## config.mk

```make
export PLATFORM = sky130hd
export DESIGN_NAME = id_ex_pipe_reg_flat
export DESIGN_NICKNAME = d
export VERILOG_FILES = /design/src/rtl/id_ex_pipe_reg_if.sv /design/src/rtl/id_ex_pipe_reg.sv /design/src/flat_wrapper.sv
export SDC_FILE = /design/constraint.sdc
export NUM_CORES = 1
export LEC_CHECK = 0
export ABC_AREA = 1
export CORE_UTILIZATION = 42
export DETAILED_ROUTE_END_ITERATION = 8
export GPL_ROUTABILITY_DRIVEN = 0
export PLACE_DENSITY = 0.81
export SLEW_MARGIN = 20
export SYNTH_ARGS = -nofsm -noshare
export SYNTH_HDL_FRONTEND = slang
export SYNTH_SLANG_ARGS = --single-unit
```

## constraint.sdc

```tcl
create_clock -name clk -period 10.6 [get_ports clk]
set_clock_uncertainty 0.05 [all_clocks]
set_input_delay 2.12 -clock clk [delete_from_list [all_inputs] [get_ports clk]]
set_output_delay 2.12 -clock clk [all_outputs]
set_load 0.01 [all_outputs]
```

## src/rtl/id_ex_pipe_reg_if.sv

```systemverilog
// ID/EX boundary bundle: decoded instruction from ID plus the registered EX copy.
// The master side is the decode stage; the slave side is the pipeline register.
interface id_ex_pipe_reg_if #(
   parameter int DATA_W = 32,
   parameter int REG_AW = 5,
   parameter int CNT_W  = 16
);
   logic              id_valid;
   logic              RegDst, Branch, MemRead, MemToReg, MemWrite, ALUSrc, RegWrite, Jump;
   logic [2:0]        ALUOp;
   logic [REG_AW-1:0] id_rs, id_rt, id_rd;
   logic [5:0]        id_funct;
   logic [DATA_W-1:0] id_rs_data, id_rt_data, id_imm, id_pc4;
   logic              flush;

   logic              stall_ifid;
   logic              ex_valid;
   logic              ex_RegDst, ex_Branch, ex_MemRead, ex_MemToReg;
   logic              ex_MemWrite, ex_ALUSrc, ex_RegWrite, ex_Jump;
   logic [2:0]        ex_ALUOp;
   logic [REG_AW-1:0] ex_rs, ex_rt, ex_rd;
   logic [5:0]        ex_funct;
   logic [DATA_W-1:0] ex_rs_data, ex_rt_data, ex_imm, ex_pc4;
   logic [CNT_W-1:0]  bubble_cnt;

   modport master (
      output id_valid, RegDst, Branch, MemRead, MemToReg, MemWrite, ALUSrc, RegWrite, Jump,
             ALUOp, id_rs, id_rt, id_rd, id_funct, id_rs_data, id_rt_data, id_imm, id_pc4, flush,
      input  stall_ifid, ex_valid, ex_RegDst, ex_Branch, ex_MemRead, ex_MemToReg, ex_MemWrite,
             ex_ALUSrc, ex_RegWrite, ex_Jump, ex_ALUOp, ex_rs, ex_rt, ex_rd, ex_funct,
             ex_rs_data, ex_rt_data, ex_imm, ex_pc4, bubble_cnt
   );

   modport slave (
      input  id_valid, RegDst, Branch, MemRead, MemToReg, MemWrite, ALUSrc, RegWrite, Jump,
             ALUOp, id_rs, id_rt, id_rd, id_funct, id_rs_data, id_rt_data, id_imm, id_pc4, flush,
      output stall_ifid, ex_valid, ex_RegDst, ex_Branch, ex_MemRead, ex_MemToReg, ex_MemWrite,
             ex_ALUSrc, ex_RegWrite, ex_Jump, ex_ALUOp, ex_rs, ex_rt, ex_rd, ex_funct,
             ex_rs_data, ex_rt_data, ex_imm, ex_pc4, bubble_cnt
   );
endinterface

```

## src/rtl/id_ex_pipe_reg.sv

```systemverilog
// ID/EX pipeline register with load-use hazard detection, flush squashing
// and a saturating count of injected bubbles.
module id_ex_pipe_reg #(
   parameter int DATA_W = 32,
   parameter int REG_AW = 5,
   parameter int CNT_W  = 16
) (
   input logic             clk,
   input logic             rst,
   id_ex_pipe_reg_if.slave bus
);

   typedef struct packed {
      logic       regDst;
      logic       branch;
      logic       memRead;
      logic       memToReg;
      logic       memWrite;
      logic       aluSrc;
      logic       regWrite;
      logic       jump;
      logic [2:0] aluOp;
   } ctl_t;

   ctl_t              ctlIn;
   ctl_t              ctl_q, ctl_d;
   logic              valid_q, valid_d;
   logic [REG_AW-1:0] rs_q, rs_d, rt_q, rt_d, rd_q, rd_d;
   logic [5:0]        funct_q, funct_d;
   logic [DATA_W-1:0] rsData_q, rsData_d, rtData_q, rtData_d, imm_q, imm_d, pc4_q, pc4_d;
   logic [CNT_W-1:0]  cnt_q, cnt_d;
   logic              usesRt;
   logic              loadUse;
   logic              stallIfid;

   assign ctlIn = '{regDst:   bus.RegDst,   branch:   bus.Branch,
                    memRead:  bus.MemRead,  memToReg: bus.MemToReg,
                    memWrite: bus.MemWrite, aluSrc:   bus.ALUSrc,
                    regWrite: bus.RegWrite, jump:     bus.Jump,
                    aluOp:    bus.ALUOp};

   // A load in EX whose destination is read by the ID instruction cannot forward in time.
   assign usesRt    = ~bus.ALUSrc | bus.MemWrite | bus.Branch;
   assign loadUse   = valid_q & ctl_q.memRead & (rt_q != '0) &
                      ((rt_q == bus.id_rs) | (usesRt & (rt_q == bus.id_rt)));
   assign stallIfid = bus.id_valid & loadUse & ~bus.flush & ~rst;

   // Flush outranks stall; both inject a bubble, data fields simply hold.
   always_comb begin
      valid_d  = valid_q;
      ctl_d    = ctl_q;
      rs_d     = rs_q;
      rt_d     = rt_q;
      rd_d     = rd_q;
      funct_d  = funct_q;
      rsData_d = rsData_q;
      rtData_d = rtData_q;
      imm_d    = imm_q;
      pc4_d    = pc4_q;
      cnt_d    = cnt_q;
      if (bus.flush) begin
         valid_d = 1'b0;
         ctl_d   = '0;
      end else if (stallIfid) begin
         valid_d = 1'b0;
         ctl_d   = '0;
         if (cnt_q != '1) begin
            cnt_d = cnt_q + CNT_W'(1);
         end
      end else begin
         valid_d  = bus.id_valid;
         ctl_d    = bus.id_valid ? ctlIn : '0;
         rs_d     = bus.id_rs;
         rt_d     = bus.id_rt;
         rd_d     = bus.id_rd;
         funct_d  = bus.id_funct;
         rsData_d = bus.id_rs_data;
         rtData_d = bus.id_rt_data;
         imm_d    = bus.id_imm;
         pc4_d    = bus.id_pc4;
      end
   end

   always_ff @(posedge clk or posedge rst) begin
      if (rst) begin
         valid_q  <= 1'b0;
         ctl_q    <= '0;
         rs_q     <= '0;
         rt_q     <= '0;
         rd_q     <= '0;
         funct_q  <= '0;
         rsData_q <= '0;
         rtData_q <= '0;
         imm_q    <= '0;
         pc4_q    <= '0;
         cnt_q    <= '0;
      end else begin
         valid_q  <= valid_d;
         ctl_q    <= ctl_d;
         rs_q     <= rs_d;
         rt_q     <= rt_d;
         rd_q     <= rd_d;
         funct_q  <= funct_d;
         rsData_q <= rsData_d;
         rtData_q <= rtData_d;
         imm_q    <= imm_d;
         pc4_q    <= pc4_d;
         cnt_q    <= cnt_d;
      end
   end

   assign bus.stall_ifid  = stallIfid;
   assign bus.ex_valid    = valid_q;
   assign bus.ex_RegDst   = ctl_q.regDst;
   assign bus.ex_Branch   = ctl_q.branch;
   assign bus.ex_MemRead  = ctl_q.memRead;
   assign bus.ex_MemToReg = ctl_q.memToReg;
   assign bus.ex_MemWrite = ctl_q.memWrite;
   assign bus.ex_ALUSrc   = ctl_q.aluSrc;
   assign bus.ex_RegWrite = ctl_q.regWrite;
   assign bus.ex_Jump     = ctl_q.jump;
   assign bus.ex_ALUOp    = ctl_q.aluOp;
   assign bus.ex_rs       = rs_q;
   assign bus.ex_rt       = rt_q;
   assign bus.ex_rd       = rd_q;
   assign bus.ex_funct    = funct_q;
   assign bus.ex_rs_data  = rsData_q;
   assign bus.ex_rt_data  = rtData_q;
   assign bus.ex_imm      = imm_q;
   assign bus.ex_pc4      = pc4_q;
   assign bus.bubble_cnt  = cnt_q;

endmodule

```

## src/flat_wrapper.sv

```systemverilog
// flat-port wrapper written by rule: the top's interface ports become plain ports
module id_ex_pipe_reg_flat 
#(
   parameter int DATA_W = 32,
   parameter int REG_AW = 5,
   parameter int CNT_W  = 16
)
  (clk, rst, bus_id_valid, bus_RegDst, bus_Branch, bus_MemRead, bus_MemToReg, bus_MemWrite, bus_ALUSrc, bus_RegWrite, bus_Jump, bus_ALUOp, bus_id_rs, bus_id_rt, bus_id_rd, bus_id_funct, bus_id_rs_data, bus_id_rt_data, bus_id_imm, bus_id_pc4, bus_flush, bus_stall_ifid, bus_ex_valid, bus_ex_RegDst, bus_ex_Branch, bus_ex_MemRead, bus_ex_MemToReg, bus_ex_MemWrite, bus_ex_ALUSrc, bus_ex_RegWrite, bus_ex_Jump, bus_ex_ALUOp, bus_ex_rs, bus_ex_rt, bus_ex_rd, bus_ex_funct, bus_ex_rs_data, bus_ex_rt_data, bus_ex_imm, bus_ex_pc4, bus_bubble_cnt);
  id_ex_pipe_reg_if #(.DATA_W(DATA_W), .REG_AW(REG_AW), .CNT_W(CNT_W)) bus_i ();
  input logic clk;
  input logic rst;
  input wire logic [$bits(bus_i.id_valid)-1:0] bus_id_valid;
  input wire logic [$bits(bus_i.RegDst)-1:0] bus_RegDst;
  input wire logic [$bits(bus_i.Branch)-1:0] bus_Branch;
  input wire logic [$bits(bus_i.MemRead)-1:0] bus_MemRead;
  input wire logic [$bits(bus_i.MemToReg)-1:0] bus_MemToReg;
  input wire logic [$bits(bus_i.MemWrite)-1:0] bus_MemWrite;
  input wire logic [$bits(bus_i.ALUSrc)-1:0] bus_ALUSrc;
  input wire logic [$bits(bus_i.RegWrite)-1:0] bus_RegWrite;
  input wire logic [$bits(bus_i.Jump)-1:0] bus_Jump;
  input wire logic [$bits(bus_i.ALUOp)-1:0] bus_ALUOp;
  input wire logic [$bits(bus_i.id_rs)-1:0] bus_id_rs;
  input wire logic [$bits(bus_i.id_rt)-1:0] bus_id_rt;
  input wire logic [$bits(bus_i.id_rd)-1:0] bus_id_rd;
  input wire logic [$bits(bus_i.id_funct)-1:0] bus_id_funct;
  input wire logic [$bits(bus_i.id_rs_data)-1:0] bus_id_rs_data;
  input wire logic [$bits(bus_i.id_rt_data)-1:0] bus_id_rt_data;
  input wire logic [$bits(bus_i.id_imm)-1:0] bus_id_imm;
  input wire logic [$bits(bus_i.id_pc4)-1:0] bus_id_pc4;
  input wire logic [$bits(bus_i.flush)-1:0] bus_flush;
  output wire logic [$bits(bus_i.stall_ifid)-1:0] bus_stall_ifid;
  output wire logic [$bits(bus_i.ex_valid)-1:0] bus_ex_valid;
  output wire logic [$bits(bus_i.ex_RegDst)-1:0] bus_ex_RegDst;
  output wire logic [$bits(bus_i.ex_Branch)-1:0] bus_ex_Branch;
  output wire logic [$bits(bus_i.ex_MemRead)-1:0] bus_ex_MemRead;
  output wire logic [$bits(bus_i.ex_MemToReg)-1:0] bus_ex_MemToReg;
  output wire logic [$bits(bus_i.ex_MemWrite)-1:0] bus_ex_MemWrite;
  output wire logic [$bits(bus_i.ex_ALUSrc)-1:0] bus_ex_ALUSrc;
  output wire logic [$bits(bus_i.ex_RegWrite)-1:0] bus_ex_RegWrite;
  output wire logic [$bits(bus_i.ex_Jump)-1:0] bus_ex_Jump;
  output wire logic [$bits(bus_i.ex_ALUOp)-1:0] bus_ex_ALUOp;
  output wire logic [$bits(bus_i.ex_rs)-1:0] bus_ex_rs;
  output wire logic [$bits(bus_i.ex_rt)-1:0] bus_ex_rt;
  output wire logic [$bits(bus_i.ex_rd)-1:0] bus_ex_rd;
  output wire logic [$bits(bus_i.ex_funct)-1:0] bus_ex_funct;
  output wire logic [$bits(bus_i.ex_rs_data)-1:0] bus_ex_rs_data;
  output wire logic [$bits(bus_i.ex_rt_data)-1:0] bus_ex_rt_data;
  output wire logic [$bits(bus_i.ex_imm)-1:0] bus_ex_imm;
  output wire logic [$bits(bus_i.ex_pc4)-1:0] bus_ex_pc4;
  output wire logic [$bits(bus_i.bubble_cnt)-1:0] bus_bubble_cnt;
  assign bus_i.id_valid = bus_id_valid;
  assign bus_i.RegDst = bus_RegDst;
  assign bus_i.Branch = bus_Branch;
  assign bus_i.MemRead = bus_MemRead;
  assign bus_i.MemToReg = bus_MemToReg;
  assign bus_i.MemWrite = bus_MemWrite;
  assign bus_i.ALUSrc = bus_ALUSrc;
  assign bus_i.RegWrite = bus_RegWrite;
  assign bus_i.Jump = bus_Jump;
  assign bus_i.ALUOp = bus_ALUOp;
  assign bus_i.id_rs = bus_id_rs;
  assign bus_i.id_rt = bus_id_rt;
  assign bus_i.id_rd = bus_id_rd;
  assign bus_i.id_funct = bus_id_funct;
  assign bus_i.id_rs_data = bus_id_rs_data;
  assign bus_i.id_rt_data = bus_id_rt_data;
  assign bus_i.id_imm = bus_id_imm;
  assign bus_i.id_pc4 = bus_id_pc4;
  assign bus_i.flush = bus_flush;
  assign bus_stall_ifid = bus_i.stall_ifid;
  assign bus_ex_valid = bus_i.ex_valid;
  assign bus_ex_RegDst = bus_i.ex_RegDst;
  assign bus_ex_Branch = bus_i.ex_Branch;
  assign bus_ex_MemRead = bus_i.ex_MemRead;
  assign bus_ex_MemToReg = bus_i.ex_MemToReg;
  assign bus_ex_MemWrite = bus_i.ex_MemWrite;
  assign bus_ex_ALUSrc = bus_i.ex_ALUSrc;
  assign bus_ex_RegWrite = bus_i.ex_RegWrite;
  assign bus_ex_Jump = bus_i.ex_Jump;
  assign bus_ex_ALUOp = bus_i.ex_ALUOp;
  assign bus_ex_rs = bus_i.ex_rs;
  assign bus_ex_rt = bus_i.ex_rt;
  assign bus_ex_rd = bus_i.ex_rd;
  assign bus_ex_funct = bus_i.ex_funct;
  assign bus_ex_rs_data = bus_i.ex_rs_data;
  assign bus_ex_rt_data = bus_i.ex_rt_data;
  assign bus_ex_imm = bus_i.ex_imm;
  assign bus_ex_pc4 = bus_i.ex_pc4;
  assign bus_bubble_cnt = bus_i.bubble_cnt;
  id_ex_pipe_reg #(.DATA_W(DATA_W), .REG_AW(REG_AW), .CNT_W(CNT_W)) u_core (.clk(clk), .rst(rst), .bus(bus_i));
endmodule
```

After elaboration in Yosys (flattened, before gate mapping)

Cells that the tools add are included.

Output and inout port bits: 178
Flip-flop bits (word level): 177
Input port bits: 164
Logic and storage cells: 45

Multiplexer cells: 5
Equal/unequal tests: 3
Reductions and logical operators: 3
Bitwise operators: 14
Add/sub/neg operators: 1

Operators by type and width:

| operator                                                         | count |
|---|---|
| 11-bit 2-to-1 mux                                                | 3 |
| 16-bit by 1-bit adder with 16-bit output (second input constant) | 1 |
| 16-bit inequality test (second input constant)                   | 1 |
| 5-bit equality test                                              | 2 |
| 1-bit bitwise AND                                                | 7 |
| 5-bit nonzero test                                               | 1 |
| 1-bit NOT                                                        | 4 |
| 1-bit OR                                                         | 3 |
| 3-bit AND reduction                                              | 1 |
| 1-bit 2-to-1 mux                                                 | 2 |
| 2-bit AND reduction                                              | 1 |

Logic depth before layout (Yosys ltp)

Gate-level depths: netlist (run 1).

Depth in word-level cells: 11
Gate-level depth with buffers: 12
Gate-level depth less buffers: 10

Worst setup path before layout (run 1)

Ideal clock, no wire load.

Path kind: input port to output port
Start: input port rst
End: output port bus_stall_ifid
Arrival time: 6.921 ns
Slack: 1.509 ns
Data required time: 8.430 ns
Cell stages on the path: 6
Cells stage by stage: inv_1 > nand4_1 > nor2_2 > nand2_2 > clkbuf_1 > inv_1

Longest elaborated chain between the ends: 2

RTL lines:

| item               | line                 | RTL |
|---|---|---|
| start: declaration | flat_wrapper.sv:11   | `input logic rst;` |
| 1-bit NOT          | id_ex_pipe_reg.sv:46 | `assign stallIfid = bus.id_valid & loadUse & ~bus.flush & ~rst;` |
| 1-bit bitwise AND  | id_ex_pipe_reg.sv:46 |  |
| end: declaration   | flat_wrapper.sv:31   | `output wire logic [$bits(bus_i.stall_ifid)-1:0] bus_stall_ifid;` |

No other way between the ends.

Worst setup path in the final report (run 1)

Ends and elaborated chain as after synthesis.

==> results of run 1 <==
-- metal layers --
layer | share of wire, % | wire length (um)
met1 | 40 | 9124
met2 | 49 | 10980
met3 | 7.8 | 1758
met4 | 3.0 | 675
met5 | 0 | 0
-- kinds of logic after synthesis --
| kind of cell | Yosys count | share of synthesized area [%] |
|---|---|---|
| DFF | 177 | 58.97 |
| xor gates and xnor gates | 2 | 0.2333 |
| AOI/OAI and AO/OA | 7 | 0.6662 |
| and+or+nand+nor | 595 | 33.33 |
| buffers and inverters | 113 | 6.630 |
| adders and majority gates | 1 | 0.1666 |
-- where the power goes --
| group | leakage, nW | switching [mW] | internal [mW] |
|---|---|---|---|
| registers | 2.16 | 0.0287 | 0.727 |
| clock network | 0.287 | 0.278 | 0.359 |
| logic | 3.23 | 0.134 | 0.171 |
| total | 5.68 | 0.441 | 1.26 |
-- cells in the mapped netlist --
cell        n
o21ai_0     1
nor3_1      2
buf_4      13
nor2_2      1
xnor2_1     2
buf_1       2
buf_2      20
clkbuf_1   19
inv_2       5
dfrtp_1   177
ha_1        1
nand4_1    18
nand3b_1    1
nor2_1     35
nand3_1   167
nand2_2     3
nand2_1   368
inv_1      53
o21bai_1    6
clkinv_1    1
-- sequential cells by signal (all words and copies together) (netlist names), 3 cells and up --
register,cells
u_core.bus.bubble_cnt,16
u_core.bus.ex_funct,6
u_core.bus.ex_pc4,32
u_core.bus.ex_rt_data,32
u_core.bus.ex_imm,32
u_core.bus.ex_rt,5
u_core.bus.ex_rd,5
u_core.bus.ex_rs_data,32
u_core.bus.ex_rs,5
u_core.bus.ex_ALUOp,3
-- area by class of cell --
cell class / instances / share of cell area [%]
Multi-Input combinational cell: 605 / 22.41
Sequential cell: 177 / 38.26
Tap cell: 225 / 2.432
Timing Repair Buffer: 346 / 29.81
Clock inverter: 13 / 1.286
Inverter: 59 / 1.978
Clock buffer: 19 / 3.826
-- worst max-delay path, stage by stage --
cell             delay [ps]
clkdlybuf4s50_1         470
inv_6                   420
nand4_1                 180
nor2_2                  760
nand2_4                 650
inv_1                   200
clkdlybuf4s50_1         560
-- path summary, 6_finish.rpt --
check                                       from  cells after the start  slack (ps)                   endpoint
max                                          rst                      7        3050             bus_stall_ifid
min                        u_core.bus.ex_pc4[16]                      2         420      u_core.bus.ex_pc4[16]
max reg2reg                  u_core.bus.ex_rt[2]                      9        6550   u_core.bus.ex_rs_data[4]
min in group asynchronous                    rst                      2        2080  u_core.bus.ex_rt_data[15]
max in group asynchronous                    rst                      3        7240  u_core.bus.ex_rs_data[22]
min reg2reg                u_core.bus.ex_pc4[16]                      2         420      u_core.bus.ex_pc4[16]
-- cells in the final DEF (no fill, tap or decap), types with 2 or more instances in the layout --
cell type / Yosys / routed
nand3_1: 167 / 167
inv_2: 5 / 5
o21bai_1: 6 / 6
nand4_1: 18 / 18
inv_6: 0 / 6
inv_1: 53 / 52
nor3_1: 2 / 2
nand2_4: 0 / 2
clkinv_2: 0 / 2
xnor2_1: 2 / 2
dfrtp_1: 177 / 177
clkdlybuf4s50_1: 0 / 341
clkinvlp_4: 0 / 2
nor2_1: 35 / 35
clkbuf_16: 0 / 17
bufinv_16: 0 / 2
buf_4: 13 / 5
nand2_1: 368 / 368
-- metrics by stage --
stage / utilization [%] / power, mW / instance area [um^2]
detailed placement: 63.29 / 1.076 / 10980
global route: 66.70 / 1.767 / 11580
CTS: 66.70 / 1.710 / 11580
floorplan: - / 0.8793 / 7511
global placement: 63.29 / 1.069 / 10980
finish: 66.70 / 1.697 / 11580
==> flow_summary.ini, run 1 <==
[status]
status = finished clean

[sta]
finalSetupViolCount = 0
timing.final.crit_share_pct = 71.21
setup_ws_ps = 3052
slew_viol_final = 0
grt_setup_unrepaired = no
layout_min_cycle_time_ps = 7548
hold_slack_ps = 418.9
hold_violations = 0
slew-limit-headroom_pct = 37.26
tightest_slew_ps = 940.1
clock.fmax_mhz = 132.5
tns_ps = 0

[global_routing]
antenna_found_initial = 0
grt_pass1_vias = 6728
grt_usage_pct = 24.39
use_met1_pct = 29.75
use_met3_pct = 6.996
grt_max_degree = 85
top_usage_layer = met2
grt.overflow.total = 0
use_met2_pct = 40.25
grt_pass1_wl_um = 34850

[place]
numPortBuffers = 341
dpl.cell_count = 1412
dp_hpwl_um = 15450
post-place-ws_ps = 3002

[logic_synthesis]
avgSynthCellArea_um2 = 8.392
seq_area_frac_synth_pct = 58.97
synthDistinctLibCells = 20
synthCells = 895
synth_top_area_share_pct = 58.97
synthesis.area_um2 = 7511
synth_fp_nets = 1060
synth_top_cell_by_area = dfrtp_1
ys_ff_latch = 177
synth_warnings = 0
synth_area_leaders = dfrtp_1, nand2_1, nand3_1

[finish]
layout.cells.non_filler = 1444
final_nets = 1371
seqCellArea_um2 = 4429
fill_cells = 1424
area_delta_synth_final_pct = 54.12
antennaDiodeCount = 0
drive_above_1_share_pct = 3.856
multi_input_area_um2 = 2594

[clocking]
cts-resized-gates = 0
root_buffer = clkbuf_16
cts_tree = built
clock_path_buffers = 2
cts_hold_buf = 0
numCtsBuffers = 17
numClockSinks = 177
path_clk_slew_ps = 70
cts_setup_buffers = 0
cts_max_level = 4
clkLatencyLatePin_ps = 430

[worst_setup_path]
critPathArrivalTime_ps = 5380
worstPathMaxFanout = 75
worstPathRequired_ps = 8430
end_kind = output pin
criticalPathCategory = in -> out
crit_path_start_kind = input port

[route]
drtPass1Iterations = 5
drt_iter0_drc = 468
dr_total_vias = 7136
ant_nets = 0
wl_per_cell_um = 15.61
drc = 0
wl_um = 22540
vias_per_cell = 4.942

[floorplanning]
dieWidth_um = 135.7
core_um2 = 17360
fp.dieH_um = 135.7
dieArea_um2 = 18420
ios = 342
start_util_pct = 43.27
rows = 48

[power_and_ir_drop]
power_leakage_nw = 5.682
power.density_nw_per_um2 = 146.6
peakVddDrop_mv = 0.1192

[job]
drv_cap = 0

[hold_path]
hp-class = reg -> reg
No activity file was read; power rests on OpenSTA's default activity.
==> run 2, diff against run 1 <==
- clock period: 10.6 -> 7.75 ns (I/O delays scaled with it)
==> flow_summary.ini, run 2 (synthesized netlist as in run 1, its figures left out) <==
[sta]
hold_violations = 0
layout_min_cycle_time_ps = 6127
slew-limit-headroom_pct = 29.73
slew_viol_final = 0
timing.final.crit_share_pct = 79.06
grt_setup_unrepaired = no
finalSetupViolCount = 0
tightest_slew_ps = 1054
clock.fmax_mhz = 163.2
tns_ps = 0
setup_ws_ps = 1623

[worst_setup_path]
crit_family = simple AND/OR/NAND/NOR gates
path_cells = clkdlybuf4s50_1 > nor2_1 > nand4_1 > nor2_2 > nand2_4 > inv_1 > clkdlybuf4s50_1
criticalPathCategory = in -> out
end_kind = output pin
slowest_delay_ps = 760
r2r-start = u_core.bus.ex_rt[3]
worstPathMaxFanout = 72
crit_path_start_kind = input port
cp_slowest_cell = nor2_2
r2r_cells = 9
ff2ff_setup_slack_ps = 3830
r2r_end = u_core.bus.ex_rt_data[25]
crit_path_frequent_cell = clkdlybuf4s50_1
crit_buf_inv = 3
critPathArrivalTime_ps = 4530
worstPathRequired_ps = 6150

[route]
wl_met3_um = 1732
vias_per_cell = 4.920
wl_met1_um = 8972
wl_um = 22580
drtPass1Iterations = 5
drc = 0
highest_layer = met4
ant_nets = 0
drt_iter0_drc = 443
dr_wl_met2_um = 11090
wl_per_cell_um = 15.64
dr_total_vias = 7104

[clocking]
cts-resized-gates = 0
numClockSinks = 177
clock_path_buffers = 2
cts_tree = built
path_clk_slew_ps = 60
cts_setup_buffers = 0
clkLatencyLatePin_ps = 420
numCtsBuffers = 17
cts_max_level = 4
root_buffer = clkbuf_16
cts_hold_buf = 0

[place]
dp_hpwl_um = 15170
numPortBuffers = 341
place_area_um2 = 11000
post-place-ws_ps = 1653

[hold_path]
hp-start = u_core.bus.ex_rt_data[9]
hp-class = reg -> reg
hold_end = u_core.bus.ex_rt_data[9]
hold_depth = 2

[finish]
postLayoutCellArea_um2 = 11650
final_cell_mix = nand2_1, clkdlybuf4s50_1, dfrtp_1, nand3_1, inv_1
area_delta_synth_final_pct = 55.12
final_nets = 1371
final_common_cell = nand2_1
drive_above_1_share_pct = 3.859

[floorplanning]
fp.dieH_um = 135.7
ios = 342
start_util_pct = 43.27
core_um2 = 17360
dieArea_um2 = 18420
rows = 48
dieWidth_um = 135.7

[global_routing]
grt_max_degree = 177
antenna_found_initial = 1
grt_usage_pct = 24.48
grt_pass1_vias = 6741
grt_pass1_wl_um = 34930
grt.overflow.total = 0

[power_and_ir_drop]
power.density_nw_per_um2 = 206.9
peakVddDrop_mv = 0.1528
power_leakage_nw = 5.709

[job]
drv_cap = 0

[status]
status = finished clean
run 2: changes by cell type in the layout (fill, tap and decap cells not counted), sizes merged:
cell	change
bufinv	+3
diode	+1
clkinvlp	+1
clkinv	-2
inv	-1
clkbuf	-2
run 2: worst max-delay path by stage:
| stage | startpoint | slack [ps] | depth (start not counted) | to |
|---|---|---|---|---|
| after floorplan | rst | 1000 | 6 | bus_stall_ifid |
| after global placement | bus_id_valid | 1730 | 8 | bus_stall_ifid |
| after detailed placement | bus_id_valid | 1650 | 8 | bus_stall_ifid |
| after CTS | bus_id_valid | 1640 | 8 | bus_stall_ifid |
| after global routing | bus_id_valid | 1360 | 8 | bus_stall_ifid |
| final | bus_flush | 1620 | 7 | bus_stall_ifid |
run 2: layer usage:
layer | vias up | global-route usage [%]
met3 | 49 | 6.734
met1 | 3347 | 29.12
li1 | 3447 | -
met4 | 0 | 10.99
met2 | 261 | 41.18
met5 | - | 0
run 2: worst reg2reg max path, stage by stage, from the launching register on:
cell,delay [ps]
dfrtp_1,450
inv_2,80
nand3_1,90
nor3_1,90
nor2_2,740
nand2_4,670
nand2_4,890
buf_4,590
nand2_1,120
nand2_1,90
run 2: power by group:
group	internal, mW	switching, mW	total (mW)	leakage, nW
registers	0.995	0.0399	1.03	2.16
logic	0.234	0.182	0.416	3.23
clock network	0.579	0.381	0.960	0.315
run 2: through the flow:
step	util [%]	power [mW]	std cells	hold slack, ps
floorplan	-	1.203	895	457.3
global placement	63.35	1.462	1412	402.1
detailed placement	63.35	1.470	1412	407.2
CTS	67.11	2.431	1443	423.7
global route	67.11	2.506	1443	434.9
finish	67.13	2.410	1444	418.5
run 2: layout make-up:
cell class,count,area (um^2)
repair buffers,346,3463
flip-flops and latches,177,4429
clock inverters,14,227.7
fillers,1392,5705
well taps,225,281.5
multi-input cells,605,2594
diodes,1,2.502
clock buffers,17,425.4
inverters,59,227.7
==> run 3, diff against run 2 <==
- clock period: 7.75 -> 6.2 ns (I/O delays scaled with it)
==> flow_summary.ini, run 3 (synthesized netlist as in run 1, its figures left out) <==
[floorplanning]
fp.dieH_um = 135.7
dieArea_um2 = 18420
start_util_pct = 43.27
ios = 342
rows = 48
dieWidth_um = 135.7
core_um2 = 17360

[clocking]
clock_path_buffers = 2
numCtsBuffers = 17
path_clk_slew_ps = 60
clkLatencyLatePin_ps = 420
root_buffer = clkbuf_16
cts_hold_buf = 0
cts-resized-gates = 0
numClockSinks = 177
cts_setup_buffers = 0
cts_max_level = 4
cts_tree = built

[status]
status = finished clean

[route]
drc = 0
ant_nets = 0
drtPass1Iterations = 4
wl_per_cell_um = 15.55
wl_um = 22520
dr_total_vias = 7070
vias_per_cell = 4.883
drt_iter0_drc = 438

[place]
numPortBuffers = 341
dp_hpwl_um = 15600
place_area_um2 = 11020

[finish]
drive_above_1_share_pct = 4.092
postLayoutCellArea_um2 = 11630
final_nets = 1374
final_cell_mix = nand2_1, clkdlybuf4s50_1, dfrtp_1, nand3_1, inv_1
final_common_cell = nand2_1
area_delta_synth_final_pct = 54.91

[power_and_ir_drop]
peakVddDrop_mv = 0.1750
power.density_nw_per_um2 = 252.5
power_leakage_nw = 5.704

[sta]
grt_setup_unrepaired = no
finalSetupViolCount = 0
slew_viol_final = 0
tns_ps = 0
hold_slack_ps = 417.7
clock.fmax_mhz = 225.1
hold_violations = 0
timing.final.crit_share_pct = 71.65
layout_min_cycle_time_ps = 4442
slew-limit-headroom_pct = 36.95
tightest_slew_ps = 945.8

[global_routing]
grt_usage_pct = 24.39
grt_max_degree = 88
antenna_found_initial = 1
grt_pass1_vias = 6682
grt_pass1_wl_um = 34910
grt.overflow.total = 0

[worst_setup_path]
worstPathMaxFanout = 24
end_kind = output pin
worstPathRequired_ps = 4910
criticalPathCategory = in -> out
critPathArrivalTime_ps = 3150
crit_path_start_kind = input port

[job]
drv_cap = 0

[hold_path]
hp-class = reg -> reg
==> run 3: per-stage QoR <==
| stage | instances | total power, mW | utilization (%) | setup slack [ps] |
|---|---|---|---|---|
| after floorplan | 895 | 1.504 | - | 66.93 |
| after global placement | 1415 | 1.828 | 63.48 | 1562 |
| after detailed placement | 1415 | 1.841 | 63.48 | 1538 |
| after CTS | 1447 | 2.960 | 67.02 | 1760 |
| after global routing | 1447 | 3.051 | 67.02 | 1589 |
| final | 1448 | 2.937 | 67.03 | 1758 |
==> run 3: worst paths after layout <==
kind	depth (start not counted)	slack [ps]	startpoint	endpoint
worst min-delay path	2	420	u_core.bus.ex_rs_data[23]	u_core.bus.ex_rs_data[23]
worst max-delay path	10	1760	bus_id_rs[4]	bus_stall_ifid
min in group asynchronous	3	1280	rst	u_core.bus.ex_rt_data[17]
worst max register to register	12	2840	u_core.bus.ex_rt[0]	u_core.bus.ex_rs_data[11]
max in group asynchronous	4	3520	rst	u_core.bus.ex_rs_data[25]
worst min register to register	2	420	u_core.bus.ex_rs_data[23]	u_core.bus.ex_rs_data[23]
==> run 3: layer usage <==
metal  up-vias  GRT usage (%)  routed length, um
li1       3459              -                  -
met1      3326          30.41               9090
met2       249          40.39              11190
met3        36          6.360               1704
met4         0          9.363                531
met5         -              0                  0
==> run 3: power breakdown <==
part           internal, mW  total [mW]  switching (mW)
registers              1.24        1.30          0.0517
logic                 0.293       0.519           0.226
clock network         0.653        1.12           0.470
total                  2.19        2.94           0.748
==> run 3: area by class of cell <==
type	instances	area [um^2]
fill	1390	5722
sequential	177	4429
timing repair buffer	349	3486
multi-input combinational	605	2594
clock buffer	19	442.9
tap	225	281.5
inverter	59	227.7
clock inverter	13	171.4
antenna	1	2.502
==> run 3: worst max-delay path, cell delays in order <==
cell,delay [ps]
clkdlybuf4s50_1,500
inv_1,50
nand2_1,50
nand2_1,50
nor2_1,120
nand3_1,100
nand2_2,370
nand2_4,60
inv_1,70
clkdlybuf4s50_1,530
